**src/rtl/cache_pkg.sv**
```systemverilog
// Shared types and constants for the cache-to-memory line adapter.
package cache_pkg;

    localparam int unsigned LINE_W   = 256;
    localparam int unsigned BEAT_W   = 64;
    localparam int unsigned BEATS    = LINE_W / BEAT_W;
    localparam int unsigned OFFSET_W = 5;

    typedef enum logic [2:0] {
        IDLE,
        RD_REQ,
        RD_DATA,
        WR_DATA,
        RESP
    } adapter_state_t;

    typedef logic [LINE_W-1:0] line_t;
    typedef logic [BEAT_W-1:0] beat_t;

endpackage

```
**src/rtl/cacheline_adapter_if.sv**
```systemverilog
// Cache dfp port plus banked-memory burst port, as seen by the line adapter.
interface cacheline_adapter_if #(
    parameter int unsigned ADDR_W = 32,
    parameter int unsigned LINE_W = 256,
    parameter int unsigned BEAT_W = 64
);

    logic [ADDR_W-1:0] dfp_addr;
    logic              dfp_read;
    logic              dfp_write;
    logic [LINE_W-1:0] dfp_wdata;
    logic [LINE_W-1:0] dfp_rdata;
    logic              dfp_resp;

    logic [ADDR_W-1:0] bmem_addr;
    logic              bmem_read;
    logic              bmem_write;
    logic [BEAT_W-1:0] bmem_wdata;
    logic              bmem_ready;
    logic [ADDR_W-1:0] bmem_raddr;
    logic [BEAT_W-1:0] bmem_rdata;
    logic              bmem_rvalid;

    // The adapter: responder on dfp, initiator on bmem.
    modport slave (
        input  dfp_addr, dfp_read, dfp_write, dfp_wdata,
        input  bmem_ready, bmem_raddr, bmem_rdata, bmem_rvalid,
        output dfp_rdata, dfp_resp,
        output bmem_addr, bmem_read, bmem_write, bmem_wdata
    );

    // The surroundings: cache on dfp, memory on bmem.
    modport master (
        output dfp_addr, dfp_read, dfp_write, dfp_wdata,
        output bmem_ready, bmem_raddr, bmem_rdata, bmem_rvalid,
        input  dfp_rdata, dfp_resp,
        input  bmem_addr, bmem_read, bmem_write, bmem_wdata
    );

endinterface

```
**src/rtl/cacheline_adapter.sv**
```systemverilog
// Converts 256-bit cache line reads/writes into 4-beat 64-bit bmem bursts,
// answering each request with a single dfp_resp pulse.
module cacheline_adapter #(
    parameter int unsigned ADDR_W = 32,
    parameter int unsigned LINE_W = cache_pkg::LINE_W,
    parameter int unsigned BEAT_W = cache_pkg::BEAT_W
) (
    input  logic clk,
    input  logic rst,
    cacheline_adapter_if.slave bus
);

    import cache_pkg::*;

    localparam int unsigned NBEATS = LINE_W / BEAT_W;
    localparam int unsigned CNT_W  = (NBEATS > 1) ? $clog2(NBEATS) : 1;
    localparam int unsigned IDX_W  = $clog2(LINE_W);

    adapter_state_t    state, state_next;
    logic [ADDR_W-1:0] addr_q;
    logic [LINE_W-1:0] data_q;
    logic [LINE_W-1:0] rdata_q;
    logic [LINE_W-1:0] line_next;
    logic [CNT_W-1:0]  cnt;
    logic [IDX_W-1:0]  lo;
    logic              resp_q;
    logic              req_ok;
    logic              beat_ok;
    logic              last_beat;

    // resp_q masks the request the cache is still holding right after RESP.
    always_comb begin
        req_ok    = !resp_q && (bus.dfp_read || bus.dfp_write);
        beat_ok   = bus.bmem_rvalid && (bus.bmem_raddr == addr_q);
        last_beat = (cnt == CNT_W'(NBEATS - 1));
        lo        = IDX_W'(cnt) * IDX_W'(BEAT_W);
        line_next = data_q;
        line_next[lo +: BEAT_W] = bus.bmem_rdata;
    end

    always_ff @(posedge clk) begin
        if (rst) state <= IDLE;
        else     state <= state_next;
    end

    always_comb begin
        state_next = state;
        case (state)
            IDLE:    if (req_ok) state_next = bus.dfp_read ? RD_REQ : WR_DATA;
            RD_REQ:  if (bus.bmem_ready) state_next = RD_DATA;
            RD_DATA: if (beat_ok && last_beat) state_next = RESP;
            WR_DATA: if (bus.bmem_ready && last_beat) state_next = RESP;
            RESP:    state_next = IDLE;
            default: state_next = IDLE;
        endcase
    end

    // data_q holds the write line, or the partially assembled read line.
    always_ff @(posedge clk) begin
        if (rst) begin
            addr_q  <= '0;
            data_q  <= '0;
            rdata_q <= '0;
            cnt     <= '0;
            resp_q  <= 1'b0;
        end else begin
            resp_q <= (state == RESP);
            case (state)
                IDLE: begin
                    if (req_ok) begin
                        addr_q <= {bus.dfp_addr[ADDR_W-1:OFFSET_W], OFFSET_W'(0)};
                        cnt    <= '0;
                        if (!bus.dfp_read) data_q <= bus.dfp_wdata;
                    end
                end
                RD_REQ: begin
                    if (bus.bmem_ready) cnt <= '0;
                end
                RD_DATA: begin
                    if (beat_ok) begin
                        data_q <= line_next;
                        cnt    <= cnt + 1'b1;
                        if (last_beat) rdata_q <= line_next;
                    end
                end
                WR_DATA: begin
                    if (bus.bmem_ready) cnt <= cnt + 1'b1;
                end
                default: ;
            endcase
        end
    end

    assign bus.bmem_read  = (state == RD_REQ);
    assign bus.bmem_write = (state == WR_DATA);
    assign bus.dfp_resp   = (state == RESP);
    assign bus.bmem_addr  = addr_q;
    assign bus.bmem_wdata = data_q[lo +: BEAT_W];
    assign bus.dfp_rdata  = rdata_q;

    // Simultaneous read and write is illegal; read is served.
    always_ff @(posedge clk) begin
        if (!rst && state == IDLE && !resp_q)
            assert (!(bus.dfp_read && bus.dfp_write));
    end

endmodule
```
**src/flat_wrapper.sv**
```systemverilog
// flat-port wrapper written by rule: the top's interface ports become plain ports
module cacheline_adapter_flat import cache_pkg::*;
#(
    parameter int unsigned ADDR_W = 32,
    parameter int unsigned LINE_W = cache_pkg::LINE_W,
    parameter int unsigned BEAT_W = cache_pkg::BEAT_W
)
  (clk, rst, bus_dfp_addr, bus_dfp_read, bus_dfp_write, bus_dfp_wdata, bus_bmem_ready, bus_bmem_raddr, bus_bmem_rdata, bus_bmem_rvalid, bus_dfp_rdata, bus_dfp_resp, bus_bmem_addr, bus_bmem_read, bus_bmem_write, bus_bmem_wdata);
  cacheline_adapter_if #(.ADDR_W(ADDR_W), .LINE_W(LINE_W), .BEAT_W(BEAT_W)) bus_i ();
  input  logic clk;
  input  logic rst;
  input wire logic [$bits(bus_i.dfp_addr)-1:0] bus_dfp_addr;
  input wire logic [$bits(bus_i.dfp_read)-1:0] bus_dfp_read;
  input wire logic [$bits(bus_i.dfp_write)-1:0] bus_dfp_write;
  input wire logic [$bits(bus_i.dfp_wdata)-1:0] bus_dfp_wdata;
  input wire logic [$bits(bus_i.bmem_ready)-1:0] bus_bmem_ready;
  input wire logic [$bits(bus_i.bmem_raddr)-1:0] bus_bmem_raddr;
  input wire logic [$bits(bus_i.bmem_rdata)-1:0] bus_bmem_rdata;
  input wire logic [$bits(bus_i.bmem_rvalid)-1:0] bus_bmem_rvalid;
  output wire logic [$bits(bus_i.dfp_rdata)-1:0] bus_dfp_rdata;
  output wire logic [$bits(bus_i.dfp_resp)-1:0] bus_dfp_resp;
  output wire logic [$bits(bus_i.bmem_addr)-1:0] bus_bmem_addr;
  output wire logic [$bits(bus_i.bmem_read)-1:0] bus_bmem_read;
  output wire logic [$bits(bus_i.bmem_write)-1:0] bus_bmem_write;
  output wire logic [$bits(bus_i.bmem_wdata)-1:0] bus_bmem_wdata;
  assign bus_i.dfp_addr = bus_dfp_addr;
  assign bus_i.dfp_read = bus_dfp_read;
  assign bus_i.dfp_write = bus_dfp_write;
  assign bus_i.dfp_wdata = bus_dfp_wdata;
  assign bus_i.bmem_ready = bus_bmem_ready;
  assign bus_i.bmem_raddr = bus_bmem_raddr;
  assign bus_i.bmem_rdata = bus_bmem_rdata;
  assign bus_i.bmem_rvalid = bus_bmem_rvalid;
  assign bus_dfp_rdata = bus_i.dfp_rdata;
  assign bus_dfp_resp = bus_i.dfp_resp;
  assign bus_bmem_addr = bus_i.bmem_addr;
  assign bus_bmem_read = bus_i.bmem_read;
  assign bus_bmem_write = bus_i.bmem_write;
  assign bus_bmem_wdata = bus_i.bmem_wdata;
  cacheline_adapter #(.ADDR_W(ADDR_W), .LINE_W(LINE_W), .BEAT_W(BEAT_W)) u_core (.clk(clk), .rst(rst), .bus(bus_i));
endmodule
```
**config.mk**
```make
export PLATFORM = sky130hd
export DESIGN_NAME = cacheline_adapter_flat
export DESIGN_NICKNAME = d
export VERILOG_FILES = /design/src/rtl/cache_pkg.sv /design/src/rtl/cacheline_adapter_if.sv /design/src/rtl/cacheline_adapter.sv /design/src/flat_wrapper.sv
export SDC_FILE = /design/constraint.sdc
export NUM_CORES = 2
export LEC_CHECK = 0
export ABC_AREA = 1
export CORE_AREA = 2 2 289 291
export DETAILED_ROUTE_END_ITERATION = 7
export DIE_AREA = 0 0 291 293
export DONT_BUFFER_PORTS = 1
export PLACE_DENSITY_LB_ADDON = 0.12
export SLEW_MARGIN = 20
export SYNTH_ARGS = -nofsm -noshare
export SYNTH_HDL_FRONTEND = slang
export SYNTH_SLANG_ARGS = --single-unit
```
**constraint.sdc**
```tcl
create_clock -name clk -period 3.2 [get_ports clk]
set_clock_uncertainty 0.15 [all_clocks]
set_input_delay 0.16 -clock clk [delete_from_list [all_inputs] [get_ports clk]]
set_output_delay 0.16 -clock clk [all_outputs]
set_load 0.02 [all_outputs]
```
==> Word level (Yosys, flattened, before mapping) <==
Cells that the tools add are included.
{ "word_totals": {"reg_bits": 545, "in_bits": 390, "out_inout_bits": 355, "word_cells": 54} }
{ "classes": {"add_sub_neg": 2, "eq_ne": 13, "shifts": 3, "n_mux": 16, "reduce_logical": 14} }
{ "op_table": {"columns": ["operator", "count"], "rows": [
  ["$mux 256", 3],
  ["$pmux 256 s2", 1],
  ["$bwmux 256", 1],
  ["$shift 64x10->256 const A", 1],
  ["$shiftx 256x9->64", 1],
  ["$shiftx 64x10->256", 1],
  ["$eq 32x32->1", 1],
  ["$mux 3", 4],
  ["$pmux 3 s4", 1],
  ["$mux 2", 5],
  ["$neg 8->10", 1],
  ["$ne 2x1->1 const B", 4],
  ["$pmux 2 s4", 1],
  ["$reduce_and 4->1", 2],
  ["$eq 3x2->1 const B", 2],
  ["$ne 2x2->1 const B", 3],
  ["$reduce_and 5->1", 1],
  ["$logic_and 1x1->1", 4],
  ["$reduce_bool 4->1", 1],
  ["$eq 3x1->1 const B", 1],
  ["$eq 3x3->1 const B", 1],
  ["$logic_not 3->1", 1],
  ["$reduce_and 3->1", 1],
  ["$add 2x1->2 const B", 1],
  ["5 further kinds", 5]
]} }

==> Depth between registers and ports, before layout <==
{ "logic_depth": {"ltp_word": 5, "ltp_mapped": 16, "ltp_nobuf": 14} }

==> Worst setup path after synthesis <==
No wires, ideal clock.
{ "synth_timing": {"kind": "reg2reg", "start": "register u_core.cnt[0]", "end": "register u_core.data_q[140]", "setup_time_ns": 0.064, "t_arrival_ns": 2.492, "required_time_ns": 2.986, "setup_slack_ns": 0.494, "stages_incl_launch_ff": 14, "n_path_buf": 3, "period_less_slack_ns": 2.706, "cell_sequence": "dfxtp_1 clkinv_1 clkbuf_1 clkbuf_1 ha_1 nand2_1 nor2_2 inv_2 clkbuf_1 o22ai_1 inv_1 o21ai_0 nor2_1 nor2_1"} }
{ "synth_between": {"elab_chain_cells": 5, "word_cells_on_any_way": 6, "classes_between": "1 x add/sub; 2 x shift; 3 x mux"} }
{ "synth_lines": {"columns": ["item", "line_no", "text"], "rows": [
  ["start: declaration", "cacheline_adapter.sv:24", "logic [CNT_W-1:0] cnt;"],
  ["start signal: assignment", "cacheline_adapter.sv:82", "cnt <= cnt + 1'b1;"],
  ["start signal: assignment", "cacheline_adapter.sv:87", "if (bus.bmem_ready) cnt <= cnt + 1'b1;"],
  ["$neg 8->10 (*)", "cacheline_adapter.sv:38", "line_next[lo +: BEAT_W] = bus.bmem_rdata;"],
  ["$shiftx 64x10->256 or $shift 64x10->256 (tied branches)", "cacheline_adapter.sv:38", null],
  ["$bwmux 256 (*)", "cacheline_adapter.sv:38", null],
  ["$mux 256 (*)", "cacheline_adapter.sv:80", "if (beat_ok) begin"],
  ["$pmux 256 s2 (*)", "cacheline_adapter.sv:68", "case (state)"],
  ["end signal: assignment", "cacheline_adapter.sv:73", "if (!bus.dfp_read) data_q <= bus.dfp_wdata;"],
  ["end signal: assignment", "cacheline_adapter.sv:81", "data_q <= line_next;"],
  ["end: declaration", "cacheline_adapter.sv:21", "logic [LINE_W-1:0] data_q;"]
]} }
Every way passes the cells marked *; elsewhere a longest branch is shown, timed or not. The select of a mux whose other input is x is not followed.
A chain may end at the register's enable or synchronous reset.

==> Worst setup path in the final report <==
{ "layout_timing": {"start": "register u_core.cnt[1]", "end": "register u_core.data_q[152]"} }
Same word-level chain as after synthesis.

==> impl_metrics.env <==
export IMPL_status="complete, no violations"
export IMPL_ff2ff_path_depth=10
export IMPL_grt_max_degree=161
export IMPL_crit_start="u_core.cnt[1]"
export IMPL_die_h_um=293
export IMPL_worstPathMaxFanout=27
export IMPL_place_congestion=0.940
export IMPL_grt_pass1_wl_um=199000
export IMPL_hold_start="bus_bmem_rdata[18]"
export IMPL_start_kind="flip-flop"
export IMPL_die_area_um2=85300
export IMPL_placement_rows=105
export IMPL_synth_avg_cell_area_um2=5.80
export IMPL_ys_types=30
export IMPL_clock_latency_ps=610
export IMPL_yosysSeqAreaShare=0.360
export IMPL_antenna_found_initial=10
export IMPL_vias=33400
export IMPL_r2r_slack_ps=100
export IMPL_layout_common_cells="1735 x nand2_1, 923 x nor2_1, 802 x inv_1, 530 x dfxtp_1, 489 x dlygate4sd3_1"
export IMPL_critPathArrivalTime_ps=3500
export IMPL_rr_endpoint="u_core.data_q[152]"
export IMPL_ir_drop_mv=0.647
export IMPL_p_int_uw=18600
export IMPL_start_util=0.370
export IMPL_slew_headroom=0.266
export IMPL_io_pin_count=745
export IMPL_grt_pass1_vias=32400
export IMPL_path_class="flip-flop to flip-flop"
export IMPL_layout_drive_gt1_share=0.0467
export IMPL_cts_made_buffers=68
export IMPL_swShare=0.497
export IMPL_drv_cap=0
export IMPL_wl_um=132000
export IMPL_yosysWarnings=0
export IMPL_fin_crit_ps=3100
export IMPL_grt_usage=0.300
export IMPL_hold_end="u_core.data_q[146]"
export IMPL_dieWidth_um=291
export IMPL_syn2layout_area_growth_pct=27.7
export IMPL_htreeDepth=3
export IMPL_hold_viol_final=0
export IMPL_fin_ws_ps=95.3
export IMPL_synth_area_leaders="dfxtp_1 36%, nand2_1 21%, nor2_1 11%, inv_1 10%, o21ai_0 5.8%"
export IMPL_grt_overflow=0
export IMPL_maxSlewViolCount=0
export IMPL_setup_viol=0
export IMPL_core_area_um2=81800
export IMPL_switchingPower_uw=18400
export IMPL_synth_area_um2=30300
export IMPL_drcViolationCount=0
export IMPL_final_common_cell="nand2_1"
export IMPL_n_fill_cell=8854
export IMPL_synthCells=5229
export IMPL_pwr_share_clk=0.211
export IMPL_end_kind="flip-flop"
export IMPL_wl_per_cell_um=19.8
export IMPL_cp_required_ps=3590
export IMPL_synth_compound_area_frac=0.151
export IMPL_cts_tree="yes"
export IMPL_tightest_slew_ps=1100
export IMPL_seqPwrFrac=0.263
export IMPL_yosysTopAreaCell="dfxtp_1"
export IMPL_rsz0062_at_grt="false"
export IMPL_synth_xor_area_frac=0.00318
export IMPL_clk_pin_slew_ps=60
export IMPL_hold_depth=8
export IMPL_vias_per_cell=5.00
export IMPL_clockRootBuffer="clkbuf_16"
export IMPL_reg2reg_from="u_core.cnt[1]"
export IMPL_dr_first_iter_drc_count=2444
export IMPL_drtAntennaViolNets=0
export IMPL_synth_top_family_by_area="simple AND/OR/NAND/NOR gates"
export IMPL_clock_fmax_ghz=0.322
export IMPL_dp_slack_ps=474
export IMPL_cts_sinks=545
export IMPL_netlist_area_leader_share=0.360
export IMPL_combPwrFrac=0.526
export IMPL_clockBufferDepth=3
export IMPL_fin_crit_sh=0.970
export IMPL_p_leak_uw=0.0186
export IMPL_finalSetupTns_ps=0
export IMPL_synth_seq_cells=545
export IMPL_hp_class="primary input to flip-flop"
export IMPL_yosys_area_share_adder=0.00206
export IMPL_powerDensity_nw_per_um2=955
export IMPL_synth_area_mux_share=0
export IMPL_synthSimpleGateAreaFrac=0.335
export IMPL_dr_pass1_iters=6
export IMPL_io_buffer_count=0
export IMPL_dp_hpwl_um=87500
export IMPL_nets=5952
==> power groups by stage <==
stage	Combinational (uW)	Sequential, uW	Clock, uW
floorplan	12700	9510	0
global placement	18200	9790	0
detailed placement	18300	9810	0
CTS	19200	9680	7950
global route	21500	9900	8220
finish	19400	9740	7790
==> worst max path at each step <==
stage / slack (ps) / to
2_1_floorplan: 490 / u_core.data_q[140]
3_3_place_gp: 460 / u_core.bus.dfp_rdata[246]
3_5_place_dp: 470 / u_core.bus.dfp_rdata[246]
4_1_cts: 0.9 / u_core.bus.dfp_rdata[14]
5_1_grt: 4 / u_core.data_q[152]
6_report: 100 / u_core.data_q[152]
==> cell type report <==
type	instances	area, um^2	area share
diodes	7	17.5	0.000453
clock inverters	28	241	0.00624
flip-flops and latches	545	10900	0.283
clock buffers	92	1960	0.0508
multi-input cells	3530	15000	0.387
repair buffers	593	6110	0.158
inverters	819	3110	0.0803
well taps	1070	1340	0.0346
==> cells in the mapped netlist, drive strengths merged <==
master / instances
nand2: 1735
nor2: 929
inv: 813
dfxtp: 545
o21ai: 350
a21oi: 241
clkbuf: 213
o22ai: 128
buf: 126
a22oi: 74
a32oi: 27
nand3: 13
xnor2: 8
clkinv: 6
ha: 5
nor3: 5
nand4: 4
xor2: 3
a221oi: 1
conb: 1
nor4: 1
or2: 1
==> critical path, cell delays in order (launching register included) <==
cell and delay [ps]:
dfxtp_1 410, inv_4 90, ha_4 340, nand2_1 100, nor2_4 100, buf_4 540
a32oi_1 350, o21ai_0 230, dlygate4sd3_1 580, nor2_1 50, nor2_1 100
==> cells by family (layout without fill, tap and decap cells) <==
kind of cell | after synthesis | in the layout
AND/OR/NAND/NOR | 2688 | 2688
other | 1 | 12
buffers and inverters | 1158 | 1532
flip-flops | 545 | 545
XOR/XNOR | 11 | 11
AO/OA/AOI/OAI | 821 | 821
adder cells (fa/ha/maj) | 5 | 5
==> through the flow <==
| stage | total power [uW] | hold WS (ps) | utilization | std cells | instance area [um^2] |
|---|---|---|---|---|---|
| after floorplan | 22300 | 177 | - | 5233 | 30300 |
| after global placement | 28000 | 104 | 0.383 | 6057 | 31300 |
| after detailed placement | 28100 | 106 | 0.383 | 6057 | 31300 |
| after CTS | 36800 | 0.123 | 0.471 | 6673 | 38600 |
| after global routing | 39600 | 4.78 | 0.473 | 6681 | 38700 |
| final | 37000 | 29.9 | 0.473 | 6684 | 38700 |
==> state kept, by name (all words and copies together) (netlist names) <==
name                  count
u_core.state              3
u_core.bus.dfp_rdata    256
u_core.cnt                2
u_core.resp_q             1
u_core.data_q           256
u_core.bus.bmem_addr     27
==> metal layers <==
layer	global-route usage	up-vias	part of all wire
met5	0	-	0.00039
li1	-	16400	-
met4	0.100	8	0.032
met2	0.507	1235	0.47
met3	0.0657	208	0.078
met1	0.378	15500	0.42
==> timing repair <==
action	in CTS	in global routing
buffers inserted	0	3
gates resized for setup	0	26
hold buffers	496	0
endpoints found under the setup margin	0	99
endpoints found under the hold margin	545	0
Power figures use the tool's default switching activity.
